$ cat src/rtl/bufba_share_arb.sv
// Round-robin arbiter that lets NREQ requesters take turns driving a shared buffered broadcast line.
// Optional idle-grant timeout is enabled with `define BUFBA_SHARE_ARB_TIMEOUT_EN.
module bufba_share_arb #(
  parameter int unsigned NREQ    = 4,
  parameter int unsigned DW      = 8,
  parameter int unsigned TIMEOUT = 16
) (
  input  logic               CLK,
  input  logic               RST,
  input  logic [NREQ-1:0]    REQ,
  input  logic [NREQ-1:0]    VLD,
  input  logic [NREQ-1:0]    LAST,
  input  logic [NREQ*DW-1:0] DIN,
  output logic [NREQ-1:0]    GNT,
  output logic [DW-1:0]      Z,
  output logic               ZV,
  output logic               BUSY,
  output logic               TOUT
);

  localparam int unsigned PW = (NREQ > 1) ? $clog2(NREQ) : 1;

  if (NREQ < 2 || NREQ > 8 || TIMEOUT < 1) begin : g_bad_cfg
    $error("bufba_share_arb: NREQ must be 2..8 and TIMEOUT at least 1");
  end

  typedef enum logic [1:0] {IDLE, GRANT, GAP} state_t;

  state_t          state, state_nx;
  logic [PW-1:0]   ptr, ptr_nx;
  logic [NREQ-1:0] gnt_q, gnt_nx;
  logic [DW-1:0]   z_q, z_nx;
  logic            zv_q, zv_nx;
  logic            busy_q, busy_nx;

  logic            found;
  logic [PW-1:0]   sel;
  logic [PW-1:0]   cand;
  logic            req_g, vld_g, last_g;
  logic [DW-1:0]   din_g;

`ifdef BUFBA_SHARE_ARB_TIMEOUT_EN
  localparam int unsigned CW = $clog2(TIMEOUT + 1);
  logic [CW-1:0]   cnt, cnt_nx;
  logic            tout_q, tout_nx;
`endif

  // Rotating priority search starting just after the last winner.
  always_comb begin
    found = 1'b0;
    sel   = ptr;
    cand  = ptr;
    for (int k = 1; k <= int'(NREQ); k++) begin
      cand = PW'((int'(ptr) + k) % int'(NREQ));
      if (!found && REQ[cand]) begin
        found = 1'b1;
        sel   = cand;
      end
    end
  end

  // The granted index is always the pointer while in GRANT.
  always_comb begin
    req_g  = 1'b0;
    vld_g  = 1'b0;
    last_g = 1'b0;
    din_g  = '0;
    for (int i = 0; i < int'(NREQ); i++) begin
      if (ptr == PW'(i)) begin
        req_g  = REQ[i];
        vld_g  = VLD[i];
        last_g = LAST[i];
        din_g  = DIN[i*DW +: DW];
      end
    end
  end

  always_comb begin
    state_nx = state;
    ptr_nx   = ptr;
    gnt_nx   = gnt_q;
    z_nx     = z_q;
    zv_nx    = 1'b0;
`ifdef BUFBA_SHARE_ARB_TIMEOUT_EN
    cnt_nx   = '0;
    tout_nx  = 1'b0;
`endif
    case (state)
      IDLE: begin
        if (found) begin
          state_nx = GRANT;
          ptr_nx   = sel;
          gnt_nx   = NREQ'(1) << sel;
        end
      end
      GRANT: begin
        if (vld_g) begin
          z_nx  = din_g;
          zv_nx = 1'b1;
        end
`ifdef BUFBA_SHARE_ARB_TIMEOUT_EN
        cnt_nx = vld_g ? '0 : cnt + CW'(1);
`endif
        if ((vld_g && last_g) || !req_g) begin
          state_nx = GAP;
          gnt_nx   = '0;
        end
`ifdef BUFBA_SHARE_ARB_TIMEOUT_EN
        else if (!vld_g && (cnt == CW'(TIMEOUT - 1))) begin
          state_nx = GAP;
          gnt_nx   = '0;
          tout_nx  = 1'b1;
          cnt_nx   = '0;
        end
`endif
      end
      GAP:     state_nx = IDLE;
      default: state_nx = IDLE;
    endcase
    busy_nx = (state_nx != IDLE);
  end

  always_ff @(posedge CLK or posedge RST) begin
    if (RST) begin
      state  <= IDLE;
      ptr    <= PW'(NREQ - 1);
      gnt_q  <= '0;
      z_q    <= '0;
      zv_q   <= 1'b0;
      busy_q <= 1'b0;
`ifdef BUFBA_SHARE_ARB_TIMEOUT_EN
      cnt    <= '0;
      tout_q <= 1'b0;
`endif
    end else begin
      state  <= state_nx;
      ptr    <= ptr_nx;
      gnt_q  <= gnt_nx;
      z_q    <= z_nx;
      zv_q   <= zv_nx;
      busy_q <= busy_nx;
`ifdef BUFBA_SHARE_ARB_TIMEOUT_EN
      cnt    <= cnt_nx;
      tout_q <= tout_nx;
`endif
    end
  end

  assign GNT  = gnt_q;
  assign Z    = z_q;
  assign ZV   = zv_q;
  assign BUSY = busy_q;
`ifdef BUFBA_SHARE_ARB_TIMEOUT_EN
  assign TOUT = tout_q;
`else
  assign TOUT = 1'b0;
`endif

endmodule

$ cat config.mk
export PLATFORM = sky130hd
export DESIGN_NAME = bufba_share_arb
export DESIGN_NICKNAME = d
export VERILOG_FILES = /design/src/rtl/bufba_share_arb.sv
export SDC_FILE = /design/constraint.sdc
export NUM_CORES = 1
export LEC_CHECK = 0
export ABC_AREA = 1
export CORE_UTILIZATION = 39
export CTS_CLUSTER_DIAMETER = 60
export DETAILED_ROUTE_END_ITERATION = 16
export PLACE_DENSITY_LB_ADDON = 0.3
export SYNTH_ARGS = -nofsm -noshare
export SYNTH_HDL_FRONTEND = slang
export SYNTH_SLANG_ARGS = --single-unit
export TNS_END_PERCENT = 50
$ cat constraint.sdc
create_clock -name CLK -period 1.9 [get_ports CLK]
set_clock_uncertainty 0.05 [all_clocks]
set_input_delay 0.19 -clock CLK [delete_from_list [all_inputs] [get_ports CLK]]
set_output_delay 0.19 -clock CLK [all_outputs]
set_load 0.005 [all_outputs]
==> results of run 1 <==
==> worst max-delay path, cell delays in order, from the launching register on <==
cell	delay (ns)
dfstp_2	0.60
inv_8	0.04
ha_4	0.28
inv_2	0.06
nand3_2	0.09
nand2_2	0.08
inv_4	0.08
nand4_4	0.10
nand2_4	0.11
inv_2	0.06
nand3_1	0.07
nand2_1	0.06
==> synthesized netlist by cell type (all sizes together) <==
master  instances
a21oi          11
nand4           3
a22oi           8
dfrtp          16
nand3          18
inv            26
a31oi           1
conb            1
o21ai          12
dfstp           2
nor2            3
mux2i           8
buf             8
nand2          76
ha              4
==> metrics by stage <==
stage	area, sq um	cells	TNS, ns	setup slack [ns]	utilization, %
2_1_floorplan	1450	197	0	0.0410	-
3_3_place_gp	2140	306	0	0.00149	62.1
3_5_place_dp	2140	306	-0.128	-0.0516	62.1
4_1_cts	2230	314	0	0.0164	64.9
5_1_grt	2260	314	-0.0601	-0.0369	65.8
6_report	2260	314	0	0.105	65.8
==> registers in the layout, summed over array words and instances (netlist names) <==
register  count
Z             8
GNT           4
ptr           2
state         2
BUSY          1
ZV            1
==> per-layer routing <==
metal / up-vias / global-route usage (%) / wire length (microns)
li1: 776 / - / -
met2: 51 / 37.9 / 1940
met5: - / 0 / 0
met4: 0 / 3.49 / 25
met3: 4 / 4.93 / 236
met1: 671 / 23.8 / 1640
==> how the worst min path moves through the flow <==
stage          slack (ns)  from    to
3_3_place_gp         0.42  Z[4]  Z[4]
2_1_floorplan        0.08   RST  BUSY
6_report             0.28   RST  Z[5]
5_1_grt              0.35   RST    ZV
3_5_place_dp         0.42  Z[5]  Z[5]
4_1_cts              0.30   RST  Z[5]
==> repair_timing <==
item | CTS | global route
resized for setup | 2 | 9
hold buffers | 0 | 0
pin swaps | 1 | 0
cloned | 1 | 0
setup buffers | 3 | 0
endpoints found under the setup margin | 4 | 15
==> report_power, final <==
part / internal [mW] / leakage [nW] / switching, mW
logic: 1.19 / 0.852 / 1.45
registers: 0.572 / 0.226 / 0.0926
clock network: 0.184 / 0.0288 / 0.127
total: 1.94 / 1.11 / 1.67
==> layout make-up <==
class                           count  area, sq um  share of cell area [%]
Timing Repair Buffer               74          711                    31.4
Inverter                           26          108                    4.75
Sequential cell                    18          453                    20.0
Tap cell                           46         57.6                    2.54
Clock buffer                        4         55.1                    2.43
Multi-Input combinational cell    146          880                    38.9
==> kinds of logic (layout without fill, tap and decap cells) <==
| family | count (synthesis) | after routing |
|---|---|---|
| other | 1 | 1 |
| multiplexers | 8 | 8 |
| adder cells (fa/ha/maj) | 4 | 4 |
| AO/OA/AOI/OAI | 32 | 32 |
| AND/OR/NAND/NOR | 100 | 101 |
| flip-flops | 18 | 18 |
| buffers and inverters | 34 | 104 |
==> results_tabular.tex, run 1 <==
\begin{tabular}{lr}
\hline
Metric & Value \\
\hline
\multicolumn{2}{l}{\textbf{Clock tree}} \\
\quad Cell at the root of the clock tree & clkbuf\_8 \\
\quad Clock tree from TritonCTS & yes \\
\quad Num CTS Buffers & 3 \\
\quad Register clock-pin slew on the reported worst setup and hold paths & 0.07 ns \\
\quad Maximum buffer depth of the clock tree & 2 \\
\quad Clock Sinks & 18 \\
\quad H-tree levels & 1 \\
\quad Clk Latency, worst-skew pair & between 0.2 and 0.3 ns \\
\multicolumn{2}{l}{\textbf{Timing}} \\
\quad Worst slack on hold paths & 0.282 ns \\
\quad Highest Clock Rate & 557 MHz \\
\quad Final-report max-slew violation count & 0 \\
\quad Final period utilization & between 90\% and 100\% \\
\quad Unrepaired setup endpoints after global routing & true \\
\quad Min Tclk post-route & 1.79 ns \\
\quad Actual transition at the worst max-transition pin & approximately 0.66 ns \\
\quad Max-slew headroom & a little under three fifths \\
\quad Setup violation total in the final timing report & 0 \\
\quad Hold violation total from the final report & 0 \\
\multicolumn{2}{l}{\textbf{Power}} \\
\quad Power per standard cell area & between 1500 and 2000 nW/um\^{}2 \\
\quad Total power consumption of the routed design & 3.61 mW \\
\quad Leakage & roughly 1.1 nW \\
\quad Max VDD drop & around 0.0013 V \\
\multicolumn{2}{l}{\textbf{Worst setup path}} \\
\quad Register-to-register setup slack & $\sim$0.11 ns \\
\quad Crit end category & flop \\
\quad Critical path start-end classification & flop to flop \\
\quad Start point of the critical path & ptr[0] \\
\quad Number of cells on the worst reg-to-reg path & 11 \\
\quad Arrival @ worst endpoint & 1.89 ns \\
\quad Startpoint class of the critical path & flop \\
\quad Highest fanout seen on the critical path & 5 \\
\quad Required time worst endpoint & roughly 2.0 ns \\
\quad R2r endpoint & GNT[2] \\
\quad R2R Path Start & ptr[0] \\
\quad End point of the critical path & GNT[2] \\
\multicolumn{2}{l}{\textbf{Global routing}} \\
\quad Total congestion overflow & 0 \\
\quad Total routing resource utilization after global routing & approximately 20\% \\
\quad First-pass GRT wire length & roughly 6400 microns \\
\quad Number of antenna violations at the first check in global routing & 0 \\
\quad Via count of the first global-routing pass & around 1500 \\
\quad Pin count of the biggest net entering global routing & 19 \\
\multicolumn{2}{l}{\textbf{Logic synthesis}} \\
\quad Cells after Synth & between 150 and 200 \\
\quad Xor/xnor share of the synthesized area & 0\% \\
\quad Adder-cell share of the synthesized area & between 3 and 4\% \\
\quad Library cells used by synthesis & 28 \\
\quad Dominant combinational cell family by area after synthesis & simple AND/OR/NAND/NOR gates \\
\quad Post-synthesis mux area share & 5.56\% \\
\quad Seq cells post-synth & 18 \\
\quad Number of warning messages in the yosys log & 0 \\
\quad Synthesized netlist net count & approximately 250 \\
\quad Top cell type's share of synthesized area & 27.8\% \\
\quad Synthesized-area fraction occupied by ao, oa, aoi and oai cells & 13.1\% \\
\quad Total standard cell area after synthesis & roughly 1400 sq um \\
\quad Synth top area cells & dfrtp\_1 (28\%), nand2\_1 (16\%), inv\_1 (6.0\%) \\
\quad Sequential-to-total area share from yosys stat & a little under a third \\
\quad Synth Area per Inst & roughly 7.3 sq um \\
\quad Simple-gate share of the synthesized area & about a third \\
\quad Area leader, netlist & dfrtp\_1 \\
\multicolumn{2}{l}{\textbf{Drt}} \\
\quad Via density per instance & between 4 and 5 \\
\quad Number of optimization iterations in the first detailed-route pass & 4 \\
\quad Number of nets still failing antenna checks after routing & 0 \\
\quad DRC violation total after the first TritonRoute iteration & 93 \\
\quad Drt wl/cell & roughly 12 microns \\
\quad DRC violations left & 0 \\
\quad Count of vias placed by the detailed router & approximately 1500 \\
\quad Post-Route WL & between 3000 and 4000 microns \\
\multicolumn{2}{l}{\textbf{Floorplan}} \\
\quad Floorplan Core Area & around 3400 sq um \\
\quad Row cnt & 21 \\
\quad Die Span Y & roughly 63 microns \\
\quad Starting density of the core & approximately two fifths \\
\quad Die width & approximately 63 microns \\
\quad Area of the die & 3940 sq um \\
\quad Number of top-level pins & 61 \\
\multicolumn{2}{l}{\textbf{Placement}} \\
\quad Global placer's final weighted congestion & about 0.77 \\
\quad Port-buffer cells & 59 \\
\quad Half-perimeter wire length of the detailed placement result & between 2000 and 3000 microns \\
\multicolumn{2}{l}{\textbf{Final layout}} \\
\quad Most frequent cells in the layout & nand2\_1 (62), clkdlybuf4s50\_1 (59), inv\_1 (21) \\
\quad Filler cells & roughly 300 \\
\quad Area added between synthesis and finish & 57.0\% \\
\quad Net count of the finished layout & 319 \\
\quad Leading cell type in the layout, fill and taps excluded & nand2\_1 \\
\quad Fraction of layout cells with a size suffix above 1 & between 20\% and 30\% \\
\quad Inserted Diodes & 0 \\
\multicolumn{2}{l}{\textbf{Hold path}} \\
\quad Type of the worst min-delay path & primary input to async pin \\
\multicolumn{2}{l}{\textbf{Flow run}} \\
\quad MaxCap Viol Count & 0 \\
\multicolumn{2}{l}{\textbf{Outcome}} \\
\quad Status & finished clean \\
\hline
\end{tabular}
Power figures use the tool's default switching activity.
==> inputs of run 2 (changes only) <==
--- a/config.mk
+++ b/config.mk
@@ -9,7 +9,7 @@
 export CORE_UTILIZATION = 39
 export CTS_CLUSTER_DIAMETER = 60
 export DETAILED_ROUTE_END_ITERATION = 16
-export PLACE_DENSITY_LB_ADDON = 0.3
+export PLACE_DENSITY = 0.77
 export SYNTH_ARGS = -nofsm -noshare
 export SYNTH_HDL_FRONTEND = slang
 export SYNTH_SLANG_ARGS = --single-unit
==> run 2 against run 1 <==
Cell area increased by 0.77%. Critical path depth did not move. Via count is 0.27% lower. Register-to-register slack worse by 0.05 ns. Critical path type unchanged.
==> results_tabular.tex, run 2 (synthesis results as in run 1) <==
\begin{tabular}{lr}
\hline
Metric & Value \\
\hline
\multicolumn{2}{l}{\textbf{Final layout}} \\
\quad Net count of the finished layout & 315 (was 319) \\
\quad Area added between synthesis and finish & 58.2\% (was 57.0\%) \\
\quad Fraction of layout cells with a size suffix above 1 & 19.3\% (was 20.1\%) \\
\quad Inserted Diodes & 0 (unchanged) \\
\quad Largest register FFs & 8 (unchanged) \\
\quad Leading cell type in the layout, fill and taps excluded & nand2\_1 (unchanged) \\
\quad Post-Layout Cell Count & 310 (was 314) \\
\quad Most frequent cells in the layout & nand2\_1 (60), clkdlybuf4s50\_1 (59), inv\_1 (21) (was nand2\_1 (62), clkdlybuf4s50\_1 (59), inv\_1 (21)) \\
\multicolumn{2}{l}{\textbf{Floorplan}} \\
\quad Die width & 62.8 microns (unchanged) \\
\quad Floorplan Core Area & 3440 sq um (unchanged) \\
\quad Area of the die & 3940 sq um (unchanged) \\
\quad Die Span Y & 62.8 microns (unchanged) \\
\quad Row cnt & 21 (unchanged) \\
\quad Number of top-level pins & 61 (unchanged) \\
\quad Starting density of the core & 41.9\% (unchanged) \\
\multicolumn{2}{l}{\textbf{Worst setup path}} \\
\quad Crit end category & flop (unchanged) \\
\quad Arrival @ worst endpoint & 1.93 ns (was 1.89 ns) \\
\quad Critical path start-end classification & flop to flop (unchanged) \\
\quad Required time worst endpoint & 1.99 ns (was 2.00 ns) \\
\quad Number of cells on the worst reg-to-reg path & 11 (unchanged) \\
\quad Highest fanout seen on the critical path & 5 (unchanged) \\
\quad Startpoint class of the critical path & flop (unchanged) \\
\multicolumn{2}{l}{\textbf{Global routing}} \\
\quad Total congestion overflow & 0 (unchanged) \\
\quad Via count of the first global-routing pass & 1374 (was 1521) \\
\quad First-pass GRT wire length & 6170 microns (was 6420 microns) \\
\quad Pin count of the biggest net entering global routing & 19 (unchanged) \\
\quad Number of antenna violations at the first check in global routing & 0 (unchanged) \\
\quad Total routing resource utilization after global routing & 19.9\% (was 20.5\%) \\
\multicolumn{2}{l}{\textbf{Clock tree}} \\
\quad Clock Sinks & 18 (unchanged) \\
\quad Cell at the root of the clock tree & clkbuf\_8 (unchanged) \\
\quad Maximum buffer depth of the clock tree & 2 (unchanged) \\
\quad Clock tree from TritonCTS & yes (unchanged) \\
\quad H-tree levels & 1 (unchanged) \\
\quad Register clock-pin slew on the reported worst setup and hold paths & 0.06 ns (was 0.07 ns) \\
\quad Num CTS Buffers & 3 (unchanged) \\
\quad Clk Latency, worst-skew pair & 0.25 ns (about the same) \\
\multicolumn{2}{l}{\textbf{Hold path}} \\
\quad Type of the worst min-delay path & primary input to async pin (unchanged) \\
\multicolumn{2}{l}{\textbf{Outcome}} \\
\quad Status & finished clean (unchanged) \\
\multicolumn{2}{l}{\textbf{Drt}} \\
\quad DRC violation total after the first TritonRoute iteration & 71 (was 93) \\
\quad Drt wl/cell & 12.1 microns (was 12.2 microns) \\
\quad DRC violations left & 0 (unchanged) \\
\quad Count of vias placed by the detailed router & 1498 (was 1502) \\
\quad Number of nets still failing antenna checks after routing & 0 (unchanged) \\
\quad Number of optimization iterations in the first detailed-route pass & 4 (unchanged) \\
\quad Via density per instance & 4.83 (was 4.78) \\
\quad Post-Route WL & 3750 microns (was 3840 microns) \\
\multicolumn{2}{l}{\textbf{Power}} \\
\quad Power per standard cell area & 1640 nW/um\^{}2 (was 1600 nW/um\^{}2) \\
\quad Proportion of power drawn by combinational gates & 75.0\% (was 73.0\%) \\
\quad Switching part of the total & 47.4\% (was 46.2\%) \\
\quad Sequential cell fraction of total power & 18.0\% (was 18.4\%) \\
\quad Portion of total power attributed to the clock network & 7.0\% (was 8.6\%) \\
\quad Internal Power & 1.96 mW (was 1.94 mW) \\
\quad Leakage & 1.09 nW (was 1.11 nW) \\
\quad Net Sw Power & 1.77 mW (was 1.67 mW) \\
\quad Max VDD drop & 0.00100 V (was 0.00127 V) \\
\multicolumn{2}{l}{\textbf{Placement}} \\
\quad Port-buffer cells & 59 (unchanged) \\
\quad Half-perimeter wire length of the detailed placement result & 2930 microns (was 2980 microns) \\
\quad Global placer's final weighted congestion & 0.834 (was 0.770) \\
\quad Placed Cells incl. Taps & 304 (was 306) \\
\multicolumn{2}{l}{\textbf{Timing}} \\
\quad Setup violation total in the final timing report & 0 (unchanged) \\
\quad Final-report max-slew violation count & 0 (unchanged) \\
\quad Worst slack on hold paths & 0.284 ns (was 0.282 ns) \\
\quad Actual transition at the worst max-transition pin & 0.657 ns (was 0.661 ns) \\
\quad Final period utilization & 96.9\% (was 94.5\%) \\
\quad Highest Clock Rate & 543 MHz (was 557 MHz) \\
\quad Max-slew headroom & 56.1\% (was 55.9\%) \\
\quad Min Tclk post-route & 1.84 ns (was 1.79 ns) \\
\quad Hold violation total from the final report & 0 (unchanged) \\
\multicolumn{2}{l}{\textbf{Flow run}} \\
\quad MaxCap Viol Count & 0 (unchanged) \\
\hline
\end{tabular}
==> run 2: layout make-up <==
class | count | area [sq um]
clock buffer | 4 | 45.0
fill | 312 | 1160
inverter | 26 | 113
multi-input combinational | 146 | 920
sequential | 18 | 453
tap | 46 | 57.6
timing repair buffer | 70 | 693
==> run 2: power groups by stage <==
stage	Sequential, mW	Clock (mW)	Combinational, mW
global placement	0.666	0	2.41
CTS	0.666	0.271	2.51
finish	0.673	0.262	2.80
detailed placement	0.672	0	2.45
global route	0.695	0.295	3.11
floorplan	0.670	0	1.68
==> run 2: what timing repair did <==
action	in CTS	in global routing
hold buffers	0	0
buffers inserted	0	1
pin swaps	1	5
endpoints found under the setup margin	2	16
gates resized for setup	1	21
gates cloned	1	0
==> run 2: path summary, 6_finish.rpt <==
kind	to	slack, ns	start
max	GNT[0]	0.06	ptr[0]
min reg2reg	Z[6]	0.44	Z[6]
max in group asynchronous	Z[5]	1.10	RST
min	Z[6]	0.28	RST
max reg2reg	GNT[0]	0.06	ptr[0]
min in group CLK	Z[6]	0.44	Z[6]
==> run 2: critical path, cell delays in order, from the launching register on <==
cell and delay (ns):
dfstp_2 0.64, inv_8 0.05, ha_4 0.31, inv_4 0.05, nand3_4 0.07, nand2_4 0.07
inv_4 0.07, nand4_4 0.10, nand2_4 0.13, inv_4 0.05, nand3_1 0.08, nand2_1 0.05
==> run 2: layer usage <==
layer  share of wire, %  routed length (microns)  track usage [%]  vias to the layer above
met3                7.4                      279             5.29                        5
met1                 42                     1570             25.4                      663
li1                   -                        -                -                      773
met2                 50                     1870             34.6                       57
met4               0.80                       30             1.74                        0
met5                  0                        0                0                        -
==> run 2: metrics by stage <==
stage | area [sq um] | power, mW | setup TNS [ns] | utilization (%) | setup WS [ns]
after floorplan | 1450 | 2.35 | 0 | - | 0.0410
after global placement | 2140 | 3.08 | 0 | 62.1 | 0.0195
after detailed placement | 2140 | 3.12 | -0.0372 | 62.1 | -0.0309
after CTS | 2200 | 3.45 | 0 | 63.8 | 0.0201
after global routing | 2280 | 4.10 | -0.170 | 66.3 | -0.0455
final | 2280 | 3.73 | 0 | 66.3 | 0.0588
==> inputs of run 3 (changes only) <==
--- a/config.mk
+++ b/config.mk
@@ -10,6 +10,7 @@
 export CTS_CLUSTER_DIAMETER = 60
 export DETAILED_ROUTE_END_ITERATION = 16
 export PLACE_DENSITY = 0.77
+export SKIP_CTS_REPAIR_TIMING = 1
 export SYNTH_ARGS = -nofsm -noshare
 export SYNTH_HDL_FRONTEND = slang
 export SYNTH_SLANG_ARGS = --single-unit
==> run 3 against run 2 <==
Global-route usage fell by 0.35 points. Fmax fell by 0.65%. Worst hold slack got worse by 0.0051 ns. Sequential share of layout area barely moved. Final cell count did not move. Via count fell by 0.60%. Count of clock-buffer cells in the layout did not move. Power fell by 0.48%. Setup slack got worse by 0.012 ns. Combinational power barely moved. Clock power rose by 2%. Non-clock buffer count did not move.
==> results_tabular.tex, run 3 (synthesis results as in run 1) <==
\begin{tabular}{lr}
\hline
Metric & Value \\
\hline
\multicolumn{2}{l}{\textbf{Hold path}} \\
\quad Type of the worst min-delay path & primary input to async pin (unchanged) \\
\multicolumn{2}{l}{\textbf{Worst setup path}} \\
\quad Critical path start-end classification & flop to flop (unchanged) \\
\quad Startpoint class of the critical path & flop (unchanged) \\
\quad Number of cells on the worst reg-to-reg path & 12 (was 11) \\
\quad Start point of the critical path & ptr[0] (unchanged) \\
\quad Required time worst endpoint & 2.04 ns (was 1.99 ns) \\
\quad R2r endpoint & GNT[1] (was GNT[0]) \\
\quad Buffers plus inverters on the worst setup path & 3 (was 4) \\
\quad Crit end category & flop (unchanged) \\
\quad Register-to-register setup slack & 0.05 ns (was 0.06 ns) \\
\quad R2R Path Start & ptr[0] (unchanged) \\
\quad Highest fanout seen on the critical path & 4 (was 5) \\
\quad Kind of cell with the highest combined delay on the critical path & flip-flops (unchanged) \\
\quad Cells along the critical path & inv\_8 > ha\_4 > inv\_4 > nand3\_4 > nand2\_4 > inv\_4 > nand3\_4 > nand2\_4 > nand2\_4 > nor2\_4 > nand2\_1 > nand2\_1 (was inv\_8 > ha\_4 > inv\_4 > nand3\_4 > nand2\_4 > inv\_4 > nand4\_4 > nand2\_4 > inv\_4 > nand3\_1 > nand2\_1) \\
\quad Arrival @ worst endpoint & 2.00 ns (was 1.93 ns) \\
\quad Most used cell along the critical path & nand2\_4 (was inv\_4) \\
\quad Slowest cell on crit path & dfstp\_2 (unchanged) \\
\quad Longest individual stage delay on the worst path & 0.64 ns (about the same) \\
\multicolumn{2}{l}{\textbf{Placement}} \\
\quad Total cell area at the placement stage & 2140 sq um (unchanged) \\
\quad Placed Cells incl. Taps & 304 (unchanged) \\
\quad Half-perimeter wire length of the detailed placement result & 2930 microns (unchanged) \\
\quad Global placer's final weighted congestion & 0.834 (unchanged) \\
\quad Port-buffer cells & 59 (unchanged) \\
\multicolumn{2}{l}{\textbf{Drt}} \\
\quad Post-Route WL & 3750 microns (about the same) \\
\quad Count of vias placed by the detailed router & 1489 (was 1498) \\
\quad DRC violation total after the first TritonRoute iteration & 63 (was 71) \\
\quad Via density per instance & 4.80 (was 4.83) \\
\quad Number of optimization iterations in the first detailed-route pass & 4 (unchanged) \\
\quad DRC violations left & 0 (unchanged) \\
\quad Number of nets still failing antenna checks after routing & 0 (unchanged) \\
\quad Drt wl/cell & 12.1 microns (about the same) \\
\multicolumn{2}{l}{\textbf{Timing}} \\
\quad Final period utilization & 97.5\% (was 96.9\%) \\
\quad Hold violation total from the final report & 0 (unchanged) \\
\quad Worst slack on hold paths & 0.279 ns (was 0.284 ns) \\
\quad Final-report max-slew violation count & 0 (unchanged) \\
\quad Max-slew headroom & 56.2\% (was 56.1\%) \\
\quad Actual transition at the worst max-transition pin & 0.656 ns (was 0.657 ns) \\
\quad Setup violation total in the final timing report & 0 (unchanged) \\
\quad Min Tclk post-route & 1.85 ns (was 1.84 ns) \\
\quad Highest Clock Rate & 540 MHz (was 543 MHz) \\
\multicolumn{2}{l}{\textbf{Final layout}} \\
\quad Most frequent cells in the layout & nand2\_1 (61), clkdlybuf4s50\_1 (59), inv\_1 (21) (was nand2\_1 (60), clkdlybuf4s50\_1 (59), inv\_1 (21)) \\
\quad Post-Layout Cell Count & 310 (unchanged) \\
\quad Net count of the finished layout & 315 (unchanged) \\
\quad Inserted Diodes & 0 (unchanged) \\
\quad Filler cells & 313 (was 312) \\
\quad Leading cell type in the layout, fill and taps excluded & nand2\_1 (unchanged) \\
\quad Storage element area & 453 sq um (unchanged) \\
\quad Area added between synthesis and finish & 57.9\% (was 58.2\%) \\
\quad Area of the multi-input gates & 917 sq um (was 920 sq um) \\
\quad Largest register FFs & 8 (unchanged) \\
\quad Area of all placed cells without fillers & 2280 sq um (about the same) \\
\quad Post-Route Utilization & 66.1\% (was 66.3\%) \\
\quad Fraction of layout cells with a size suffix above 1 & 18.9\% (was 19.3\%) \\
\multicolumn{2}{l}{\textbf{Clock tree}} \\
\quad H-tree levels & 1 (unchanged) \\
\quad Clock Sinks & 18 (unchanged) \\
\quad Num CTS Buffers & 3 (unchanged) \\
\quad Cell at the root of the clock tree & clkbuf\_8 (unchanged) \\
\quad Clock tree from TritonCTS & yes (unchanged) \\
\quad Clk Latency, worst-skew pair & 0.25 ns (about the same) \\
\quad Register clock-pin slew on the reported worst setup and hold paths & 0.07 ns (was 0.06 ns) \\
\quad Maximum buffer depth of the clock tree & 2 (unchanged) \\
\multicolumn{2}{l}{\textbf{Floorplan}} \\
\quad Starting density of the core & 41.9\% (unchanged) \\
\quad Row cnt & 21 (unchanged) \\
\quad Die Span Y & 62.8 microns (unchanged) \\
\quad Die width & 62.8 microns (unchanged) \\
\quad Number of top-level pins & 61 (unchanged) \\
\quad Area of the die & 3940 sq um (unchanged) \\
\quad Floorplan Core Area & 3440 sq um (unchanged) \\
\multicolumn{2}{l}{\textbf{Global routing}} \\
\quad Number of antenna violations at the first check in global routing & 0 (unchanged) \\
\quad Via count of the first global-routing pass & 1359 (was 1374) \\
\quad Pin count of the biggest net entering global routing & 19 (unchanged) \\
\quad Total congestion overflow & 0 (unchanged) \\
\quad First-pass GRT wire length & 6070 microns (was 6170 microns) \\
\quad Total routing resource utilization after global routing & 19.5\% (was 19.9\%) \\
\multicolumn{2}{l}{\textbf{Flow run}} \\
\quad MaxCap Viol Count & 0 (unchanged) \\
\multicolumn{2}{l}{\textbf{Power}} \\
\quad Leakage & 1.09 nW (about the same) \\
\quad Power per standard cell area & 1630 nW/um\^{}2 (was 1640 nW/um\^{}2) \\
\quad Total power consumption of the routed design & 3.72 mW (was 3.73 mW) \\
\quad Max VDD drop & 0.000988 V (was 0.00100 V) \\
\multicolumn{2}{l}{\textbf{Outcome}} \\
\quad Status & finished clean (unchanged) \\
\hline
\end{tabular}
[run 3: changes by cell type in the layout (fill, tap and decap cells not counted)]
cell / delta
inv_2: +1
inv_4: -1
nand2_1: +1
nand2_2: -1
[run 3: routing by layer]
layer	share of wire [%]	vias to the layer above	GRT usage [%]
met4	0.88	0	1.74
met2	49	57	34.2
met3	8.0	5	5.29
met5	0	-	0
met1	42	655	24.7
li1	-	772	-
[run 3: per-stage QoR]
stage	TNS (ns)	setup WS [ns]
after CTS	-0.0493	-0.0372
final	0	0.0467
after global placement	0	0.0195
after floorplan	0	0.0410
after detailed placement	-0.0372	-0.0309
after global routing	-0.219	-0.0633
[run 3: worst max-delay path by stage]
stage	cells past startpoint	end
6_report	12	GNT[1]
5_1_grt	12	GNT[1]
3_3_place_gp	11	GNT[0]
4_1_cts	11	GNT[0]
3_5_place_dp	11	GNT[0]
2_1_floorplan	12	GNT[0]
[run 3: report_power, final]
part / total (mW) / switching (mW) / internal (mW)
clock network: 0.267 / 0.118 / 0.149
registers: 0.672 / 0.0999 / 0.572
logic: 2.78 / 1.54 / 1.24
total: 3.72 / 1.76 / 1.96
[run 3: area by class of cell]
cell class | instances | area share, %
Timing Repair Buffer | 70 | 30.5
Inverter | 26 | 4.84
Multi-Input combinational cell | 146 | 40.3
Clock buffer | 4 | 1.98
Sequential cell | 18 | 19.9
Tap cell | 46 | 2.53
[run 3: worst reg2reg max path, cell delays in order, from the launching register on]
cell     delay (ns)
dfstp_2        0.64
inv_8          0.05
ha_4           0.31
inv_4          0.06
nand3_4        0.08
nand2_4        0.07
inv_4          0.08
nand3_4        0.09
nand2_4        0.08
nand2_4        0.07
nor2_4         0.12
nand2_1        0.06
nand2_1        0.05
